==> src/rtl/trunc_pkg.sv <==
// Shared types and defaults for the truncated-product dot-product accumulator.
package trunc_pkg;
  localparam int ACC_W_DEF   = 16;
  localparam int MAX_LEN_DEF = 255;

  typedef enum logic [1:0] {
    ST_IDLE  = 2'd0,
    ST_ACCUM = 2'd1,
    ST_HOLD  = 2'd2
  } state_e;
endpackage

==> src/rtl/trunc_dot_accum_sat_add.sv <==
// Saturating add of an 8-bit unsigned operand into an ACC_W accumulator value.
module sat_add #(
  parameter int ACC_W = 16
) (
  input  logic [ACC_W-1:0] a,
  input  logic [7:0]       b,
  output logic [ACC_W-1:0] sum,
  output logic             ovf
);
  logic [ACC_W:0] wide;

  // ACC_W >= 8 is assumed so b always fits without truncation.
  assign wide = {1'b0, a} + {{(ACC_W-7){1'b0}}, b};
  assign ovf  = wide[ACC_W];
  assign sum  = ovf ? {ACC_W{1'b1}} : wide[ACC_W-1:0];
endmodule

==> src/rtl/trunc_dot_accum.sv <==
// Accumulates truncated products per vector and presents a saturated sum, beat count and sticky saturation flag.
module trunc_dot_accum
  import trunc_pkg::*;
#(
  parameter int ACC_W   = ACC_W_DEF,
  parameter int MAX_LEN = MAX_LEN_DEF
) (
  input  logic             clk,
  input  logic             rst,
  input  logic             in_valid,
  output logic             in_ready,
  input  logic [7:0]       in_prod,
  input  logic             in_last,
  output logic             out_valid,
  input  logic             out_ready,
  output logic [ACC_W-1:0] out_sum,
  output logic [7:0]       out_count,
  output logic             out_sat
);
  localparam logic [7:0] MAX_CNT = MAX_LEN[7:0];

  state_e           state_q, state_d;
  logic [ACC_W-1:0] acc_q, acc_d;
  logic [7:0]       cnt_q, cnt_d;
  logic             sat_q, sat_d;

  logic             beat, take;
  logic [ACC_W-1:0] base_acc, add_sum;
  logic [7:0]       base_cnt, cnt_inc;
  logic             base_sat, add_ovf, vec_end;

  assign in_ready  = (state_q != ST_HOLD) || out_ready;
  assign out_valid = (state_q == ST_HOLD);
  assign beat      = in_valid && in_ready;
  assign take      = out_valid && out_ready;

  // A beat accepted in HOLD starts a fresh vector, so it builds on zero.
  assign base_acc = (state_q == ST_HOLD) ? '0 : acc_q;
  assign base_cnt = (state_q == ST_HOLD) ? '0 : cnt_q;
  assign base_sat = (state_q == ST_HOLD) ? 1'b0 : sat_q;
  assign cnt_inc  = base_cnt + 8'd1;
  assign vec_end  = in_last || (cnt_inc == MAX_CNT);

  sat_add #(.ACC_W(ACC_W)) u_sat_add (
    .a   (base_acc),
    .b   (in_prod),
    .sum (add_sum),
    .ovf (add_ovf)
  );

  always_comb begin
    state_d = state_q;
    acc_d   = acc_q;
    cnt_d   = cnt_q;
    sat_d   = sat_q;
    if (beat) begin
      acc_d   = add_sum;
      cnt_d   = cnt_inc;
      sat_d   = base_sat | add_ovf;
      state_d = vec_end ? ST_HOLD : ST_ACCUM;
    end else if (take) begin
      acc_d   = '0;
      cnt_d   = '0;
      sat_d   = 1'b0;
      state_d = ST_IDLE;
    end
  end

  always_ff @(posedge clk or posedge rst) begin
    if (rst) begin
      state_q <= ST_IDLE;
      acc_q   <= '0;
      cnt_q   <= '0;
      sat_q   <= 1'b0;
    end else begin
      state_q <= state_d;
      acc_q   <= acc_d;
      cnt_q   <= cnt_d;
      sat_q   <= sat_d;
    end
  end

  assign out_sum   = acc_q;
  assign out_count = cnt_q;
  assign out_sat   = sat_q;
endmodule

==> config.mk <==
export PLATFORM = sky130hd
export DESIGN_NAME = trunc_dot_accum
export DESIGN_NICKNAME = d
export VERILOG_FILES = /design/src/rtl/trunc_pkg.sv /design/src/rtl/trunc_dot_accum_sat_add.sv /design/src/rtl/trunc_dot_accum.sv
export SDC_FILE = /design/constraint.sdc
export NUM_CORES = 1
export LEC_CHECK = 0
export CAP_MARGIN = 20
export CORE_MARGIN = 2
export CORE_UTILIZATION = 47
export DETAILED_ROUTE_END_ITERATION = 12
export PLACE_DENSITY = 0.77
export SYNTH_ARGS = -nofsm -noshare
export SYNTH_HDL_FRONTEND = slang
export SYNTH_HIERARCHICAL = 1
export SYNTH_SLANG_ARGS = --single-unit
==> constraint.sdc <==
create_clock -name clk -period 2.8 [get_ports clk]
set_input_delay 0.28 -clock clk [delete_from_list [all_inputs] [get_ports clk]]
set_output_delay 0.28 -clock clk [all_outputs]
set_load 0.005 [all_outputs]
==> results of run 1 <==
-- per-stage QoR --
stage | hold slack, ns | utilization [%] | setup WS (ns) | cell area [um2]
finish | 0.357 | 61.6 | 0.115 | 2520
global route | 0.399 | 61.6 | 0.000854 | 2520
CTS | 0.365 | 61.6 | 0.0632 | 2520
detailed placement | 0.505 | 60.4 | 0.0790 | 2470
global placement | 0.500 | 60.4 | 0.114 | 2470
floorplan | 0.333 | - | 0.00587 | 2040
-- cells in the final DEF, fill, tap and decap left out, types with 2 or more instances in the layout --
cell type,count
a21oi_1,10
a31oi_1,8
o21ai_1,3
mux2_2,3
dfrtp_1,26
nor2b_1,2
xnor2_1,2
a221oi_1,2
a22o_1,16
o21ai_0,7
nand2b_1,4
nor2_1,8
inv_1,6
nor3_1,3
nand4_1,4
o2bb2ai_1,3
clkdlybuf4s50_1,39
and3_1,2
o211a_1,2
a21o_2,2
xor2_1,3
and4_1,2
and2_1,20
mux2i_1,3
nand3_1,6
nand2_1,13
ha_1,7
clkbuf_8,3
o211ai_1,2
buf_4,7
o31a_1,2
-- routing by layer --
layer  up-vias  track usage [%]  wire length (um)
met1       883             28.0              2210
met2        52             35.3              2280
met4         0             5.13                39
li1        870                -                 -
met5         -                0                 0
met3         4             2.33               240
-- path summary, 6_finish.rpt --
check	startpoint	endpoint	slack, ns	cells past startpoint
worst max-delay path	state_q[0]	out_sum[11]	0.12	10
worst min-delay path	rst	out_sum[14]	0.36	3
min in group clk	out_sum[14]	out_sum[14]	0.53	1
worst min register to register	out_sum[14]	out_sum[14]	0.53	1
max in group asynchronous	rst	state_q[1]	2.16	3
worst max register to register	state_q[0]	out_sum[11]	0.12	10
-- report_power, final --
group	leakage [nW]	switching (mW)	internal, mW
sequential	0.347	0.125	0.506
combinational	0.728	0.509	0.606
clock	0.0217	0.131	0.101
-- sequential cells by signal, indices dropped and copies added (netlist names) --
| signal | cells |
|---|---|
| state_q | 2 |
| out_count | 8 |
| out_sat | 1 |
| out_sum | 16 |
-- critical path: stages, from the launching register on --
cell and delay (ns):
dfrtp_1 0.39, nand2b_4 0.16, and2_1 0.16, ha_2 0.18, fa_2 0.38, a211o_1 0.33, a31oi_4 0.25, o22a_4 0.20
o21ai_1 0.07, mux2_2 0.26, a22o_1 0.21
-- layout make-up --
class / count / area (um2)
Clock buffer: 3 / 41.3
Clock inverter: 1 / 7.51
Fill cell: 376 / 1570
Inverter: 8 / 32.5
Multi-Input combinational cell: 165 / 1250
Sequential cell: 27 / 677
Tap cell: 50 / 62.6
Timing Repair Buffer: 46 / 443
-- cell families after synthesis --
group | after synthesis
AO/OA/AOI/OAI | 73
AND/OR/NAND/NOR | 71
flip-flops | 27
buffers and inverters | 18
adder cells (fa/ha/maj) | 9
multiplexers | 7
XOR/XNOR | 5
==> impl_metrics.toml, run 1 <==
[pwr]
peakVddDrop_v = 0.000420
totalPowerFinal_mw = 1.98
p_leak_nw = 1.10
power-per-cell-area_mw_per_mm2 = 785

[timing]
slew_headroom_pct = 64.1
fin_setup_tns_ns = 0
fin_skew_ns = 0.00213
maxSlewViolCount = 0
period_share_pct = 95.9
tightestPinTransition_ns = 0.538
fmax_mhz = 372
period_needed_ns = 2.68
hold_viol = 0
setup_viol = 0
rsz0062_at_grt = "false"

[place]
dp_hpwl_um = 3520
gp_congestion = 0.909
io_buffers = 39
dp_cells = 296

[drt]
firstDrtPassIters = 4
ant_nets = 0
vias = 1809
drc_errors = 0
avgRoutedWirePerCell_um = 15.9
post_drt_via_cell_ratio = 6.03
drt_iter0_markers = 126
wl_um = 4770

[worst_setup_path]
required_ns = 2.97
criticalPathCategory = "reg2reg"
cp-start-kind = "register"
cp-end-kind = "register"
arrival_ns = 2.86
cp_max_fo = 5

[clock_tree]
clock_path_buffers = 2
cts_max_level = 1
cts_inserted_buffers = 3
cts_tree = "yes"
cts_sinks = 27
clk_latency_ns = 0.27
post_cts_buffers = 0
cts.clk_slew.worst_paths_ns = 0.10
postCtsHoldBufs = 0
cts_resized = 0
cts_root_buf = "clkbuf_8"

[synth]
yosysWarnings = 6
ys_seq_elements = 27
yosysMostFrequentCell = "dfrtp_1"
synth_nets = 232
synthXorXnorAreaFrac_pct = 2.16
synth_compound_area_share_pct = 28.6
synth_top_area_cell = "dfrtp_1"
netlist_instances = 210
synth-edff-count = 0
synthFlopType = "dfrtp_1"
synthMuxAreaShare_pct = 3.89
synth_area_leaders = "dfrtp_1 33%, a22o_1 6.9%, and2_1 6.2%"
syn_avg_cell_area_um2 = 9.65
netlist_area_mm2 = 0.00203
synthAdderAreaFrac_pct = 5.93
async_reset_ff_share_pct = 100
yosysTopAreaCellShare_pct = 33.3
synth-simple-area-share_pct = 21.1
synth_cell_types = 59
synth-seq-area-share_pct = 33.3
synth_commonest_cells = "27 x dfrtp_1, 20 x and2_1, 16 x a22o_1"
synth_top_family_by_area = "compound AO/OA/AOI/OAI gates"

[grt]
grt_antenna_before_repair = 0
grt_pass1_vias = 1810
grt_pass1_wl_um = 8260
grt_util_all_layers_pct = 20.7
grt-ovfl-total = 0
grt_max_degree = 28

[cells_and_area]
area.growth.synth_to_final_pct = 24.3
fin_nets = 273
antenna_cells = 0
instances_no_fill = 300
drive_gt1_share_pct = 13.2

[floorplanning]
rows = 23
die_x_um = 69.7
dieArea_mm2 = 0.00485
initial_utilization_pct = 49.6
die_h_um = 69.7
core_mm2 = 0.00409
ios = 40

[run_status]
status = "completed"

[min_path]
hp-class = "in2async"

[run]
maxCapViolations = 0
Note: power is estimated with default switching activity, not from simulation.
==> inputs of run 2 (changes only) <==
CORE_ASPECT_RATIO = 1.5   (was default)
==> run 2 against run 1 <==
  * Sequential power is 0.6% lower
  * Clock skew is 0.00051 ns higher
  * Highest routed layer unchanged
  * Flip-flop and latch count stayed put
  * Final area is 0.84% higher
  * Sequential share of layout area is 0.23 points lower
  * Power is 1.1% higher
  * Worst setup slack worse by 0.0087 ns
==> impl_metrics.toml, run 2 (synthesized netlist as in run 1, its figures left out) <==
[run_status]
status = "completed"

[cells_and_area]
drive_gt1_share_pct = 14.2
largest_reg_flops = 16
final_cell_mix = "39 x clkdlybuf4s50_1, 26 x dfrtp_1, 20 x and2_1"
antenna_cells = 0
fin_util_pct = 60.9
layout_commonest_cell = "clkdlybuf4s50_1"
fin_nets = 277
area.growth.synth_to_final_pct = 25.3

[drt]
vias = 1784
avgRoutedWirePerCell_um = 16.0
post_drt_via_cell_ratio = 5.95
drc_errors = 0
wl_um = 4810
firstDrtPassIters = 4
drt_iter0_markers = 63
ant_nets = 0

[worst_setup_path]
cp-start-kind = "register"
required_ns = 2.97
criticalPathCategory = "reg2reg"
regToRegStartpoint = "state_q[0]"
cp-end-kind = "register"
worstRegToRegCells = 10
cp_max_fo = 5
arrival_ns = 2.86
r2r_setup_slack_ns = 0.11
startpoint = "state_q[0]"

[run]
maxCapViolations = 0

[clock_tree]
cts_sinks = 27
cts_tree = "yes"
cts_max_level = 1
cts_inserted_buffers = 3
postCtsHoldBufs = 0
cts_root_buf = "clkbuf_8"
clock_path_buffers = 2
clk_latency_ns = 0.27
cts.clk_slew.worst_paths_ns = 0.10

[timing]
hold_viol = 0
period_needed_ns = 2.69
tightestPinTransition_ns = 0.554
fin_skew_ns = 0.00264
rsz0062_at_grt = "false"
maxSlewViolCount = 0
setup_viol = 0
slew_headroom_pct = 63.0
fmax_mhz = 371
period_share_pct = 96.2
fin_setup_tns_ns = 0

[floorplanning]
dieArea_mm2 = 0.00486
core_mm2 = 0.00417
rows = 29
die_h_um = 84.4
die_x_um = 57.6
ios = 40
initial_utilization_pct = 48.6

[pwr]
power-per-cell-area_mw_per_mm2 = 787
p_leak_nw = 1.12
peakVddDrop_v = 0.000535

[grt]
grt_pass1_wl_um = 8310
grt_pass1_vias = 1805
grt-ovfl-total = 0
grt_max_degree = 28
grt_util_all_layers_pct = 21.3
grt_antenna_before_repair = 0

[min_path]
hp-class = "in2async"

[place]
gp_congestion = 0.805
io_buffers = 39
dp_hpwl_um = 3490
[run 2: changes by cell type in the layout (fill, tap and decap cells not counted)]
| cell | delta |
|---|---|
| buf_4 | +4 |
| clkinvlp_4 | -1 |
| clkbuf_1 | +1 |
[run 2: repair_timing]
| action | in CTS | in global routing |
|---|---|---|
| setup buffers | 0 | 3 |
| resized for setup | 0 | 1 |
| setup endpoints to repair | 0 | 12 |
[run 2: layout make-up]
type,count,area [um2]
well taps,46,57.6
multi-input cells,165,1250
clock buffers,4,45.0
inverters,8,32.5
repair buffers,50,473
fillers,382,1630
flip-flops and latches,27,677
[run 2: path summary, 6_finish.rpt]
kind	to
max in group asynchronous	state_q[1]
max reg2reg	out_sum[11]
min reg2reg	out_count[7]
min in group clk	out_count[7]
max	out_sum[11]
min	out_count[3]
[run 2: metrics by stage]
stage          power (mW)  area, um2  cells  setup WS [ns]  hold WS, ns
3_3_place_gp         1.73       2470    293          0.100        0.496
2_1_floorplan        1.37       2040    210        0.00587        0.333
3_5_place_dp         1.75       2470    293         0.0447        0.486
5_1_grt              2.16       2540    300        0.00110        0.408
4_1_cts              1.98       2520    297         0.0406        0.377
6_report             2.00       2540    300          0.107        0.360
[run 2: routing by layer]
metal	GRT usage (%)	part of all wire, %	vias to the layer above
met5	0	0	-
met4	7.19	0.58	0
met3	1.85	2.6	2
met2	37.8	55	40
met1	26.5	42	866
li1	-	-	876
[run 2: critical path, stage by stage, from the launching register on]
cell and delay, ns:
dfrtp_1 0.39, nand2b_4 0.15, and2_1 0.16, ha_2 0.18, fa_2 0.38, a211o_1 0.36, a31oi_4 0.23, o22a_4 0.20
o21ai_1 0.07, mux2_2 0.26, a22o_1 0.21
[run 2: power breakdown]
part	switching (mW)	leakage [nW]	internal (mW)
Sequential	0.121	0.347	0.506
Combinational	0.512	0.746	0.632
Clock	0.126	0.0228	0.102
==> inputs of run 3 (changes only) <==
CAP_MARGIN = 30   (was 20)
PLACE_DENSITY = default   (was 0.77)
PLACE_DENSITY_LB_ADDON = 0.12   (was default)
==> run 3 against run 2 <==
  * Non-clock buffer count did not move
  * Sequential share of layout area decreased by 0.16 points
  * Clock-buffer cell count stayed put
  * Hold slack got worse by 0.012 ns
  * Via count up 2.0%
  * First-iteration DRC count down 16%
  * Register-to-register slack worse by 0.04 ns
  * Critical endpoint unchanged
  * Largest cell class unchanged
  * Largest power group unchanged
==> impl_metrics.toml, run 3 (synthesized netlist as in run 1, its figures left out) <==
[timing]
fin_setup_tns_ns = 0
setup_viol = 0
fin_skew_ns = 0.00784
tightestPinTransition_ns = 0.523
period_share_pct = 97.5
slew_headroom_pct = 65.0
period_needed_ns = 2.73
fmax_mhz = 366
hold_viol = 0
setup_slack_ns = 0.0711
maxSlewViolCount = 0

[worst_setup_path]
criticalPathCategory = "reg2reg"
required_ns = 2.97
path_delay_family = "compound AO/OA/AOI/OAI gates"
path_buf_inv = 0
cp_max_fo = 7
cp-start-kind = "register"
cp-end-kind = "register"
arrival_ns = 2.90
crit_path_top_delay_cell = "dfrtp_1"
slowest_delay_ns = 0.39
crit_path_cell_trace = "nand2b_4 > and2_1 > ha_2 > fa_2 > a211o_1 > a31oi_4 > o22a_4 > o21ai_1 > mux2_2 > a22o_1"

[grt]
grt_pass1_vias = 1783
grt_util_all_layers_pct = 21.3
grt_pass1_wl_um = 8310
grt_max_degree = 28
grt-ovfl-total = 0
grt_antenna_before_repair = 0

[min_path]
hp-class = "in2async"

[place]
gp_congestion = 0.824
dp_hpwl_um = 3640
dp_cells = 292
place_ws_ns = 0.0443
io_buffers = 39
placed_area_mm2 = 0.00246

[cells_and_area]
fin_area_mm2 = 0.00255
multi_input_area_mm2 = 0.00127
final_cell_mix = "39 x clkdlybuf4s50_1, 26 x dfrtp_1, 20 x and2_1"
drive_gt1_share_pct = 14.6
area.growth.synth_to_final_pct = 26.0
largest_reg_flops = 16
fin_nets = 277
antenna_cells = 0
layout_commonest_cell = "clkdlybuf4s50_1"
ff_latch_area_um2 = 677
instances_no_fill = 300
nFillCells = 384

[pwr]
totalPowerFinal_mw = 2.03
internal_power_mw = 1.24
p_comb_share_pct = 57.4
netSwitchingFraction_pct = 38.7
pwr-share-clk_pct = 11.2
peakVddDrop_v = 0.000543
power-per-cell-area_mw_per_mm2 = 794
netSwitchingPower_mw = 0.784
sequentialPowerShare_pct = 31.4
p_leak_nw = 1.13

[drt]
drc_errors = 0
avgRoutedWirePerCell_um = 16.8
ant_nets = 0
wl_um = 5050
vias = 1820
post_drt_via_cell_ratio = 6.07
drt_iter0_markers = 53
firstDrtPassIters = 4

[clock_tree]
cts_inserted_buffers = 3
postCtsHoldBufs = 0
clk_latency_ns = 0.28
cts_root_buf = "clkbuf_8"
cts.clk_slew.worst_paths_ns = 0.10
cts_max_level = 1
clock_path_buffers = 2
cts_sinks = 27
cts_tree = "yes"

[floorplanning]
ios = 40
dieArea_mm2 = 0.00486
die_h_um = 84.4
initial_utilization_pct = 48.6
rows = 29
core_mm2 = 0.00417
die_x_um = 57.6

[run_status]
status = "completed"

[run]
maxCapViolations = 0
## run 3: cell counts in the layout (fill, tap and decap cells not counted)
No cell type changed its count.
## run 3: path summary, 6_finish.rpt
check,to,depth (start not counted),slack [ns],startpoint
worst max-delay path,out_sum[11],10,0.07,state_q[0]
worst min-delay path,out_count[2],3,0.35,rst
worst max register to register,out_sum[11],10,0.07,state_q[0]
worst min register to register,out_sum[6],1,0.53,out_sum[6]
max in group asynchronous,state_q[1],3,2.15,rst
min in group clk,out_sum[6],1,0.53,out_sum[6]
## run 3: what timing repair did
action | in CTS | in global routing
hold endpoints to repair | 0 | 0
gates resized for setup | 0 | 4
setup buffers | 0 | 4
setup endpoints to repair | 0 | 13
## run 3: power by group through the flow
stage | registers, mW | clock network (mW) | logic (mW)
floorplan | 0.614 | 0 | 0.752
global placement | 0.640 | 0 | 1.11
detailed placement | 0.643 | 0 | 1.11
CTS | 0.637 | 0.235 | 1.12
global route | 0.656 | 0.250 | 1.28
finish | 0.636 | 0.228 | 1.16
## run 3: final cells by class
type	count	share of cell area [%]
flip-flops and latches	27	26.5
repair buffers	50	18.5
well taps	46	2.25
clock buffers	4	1.76
multi-input cells	165	49.7
inverters	8	1.27
## run 3: per-layer routing
layer	routed length [um]	vias to the layer above	GRT usage [%]	part of all wire (%)
met2	2750	34	39.0	55
met1	2080	901	25.5	41
met5	0	-	0	0
met4	55	0	5.92	1.1
li1	-	880	-	-
met3	164	5	2.31	3.3
## run 3: worst reg2reg max path: cells and delay by family (launching register included)
family | cells | cell delay [ns]
DFF | 1 | 0.39
and+or+nand+nor | 2 | 0.33
muxes | 1 | 0.26
AOI/OAI and AO/OA | 5 | 1.08
adders and majority gates | 2 | 0.55
## run 3: stage by stage
stage / utilization (%) / hold WS, ns
floorplan: - / 0.333
global placement: 59.0 / 0.505
detailed placement: 59.0 / 0.502
CTS: 60.1 / 0.364
global route: 61.2 / 0.406
finish: 61.2 / 0.348
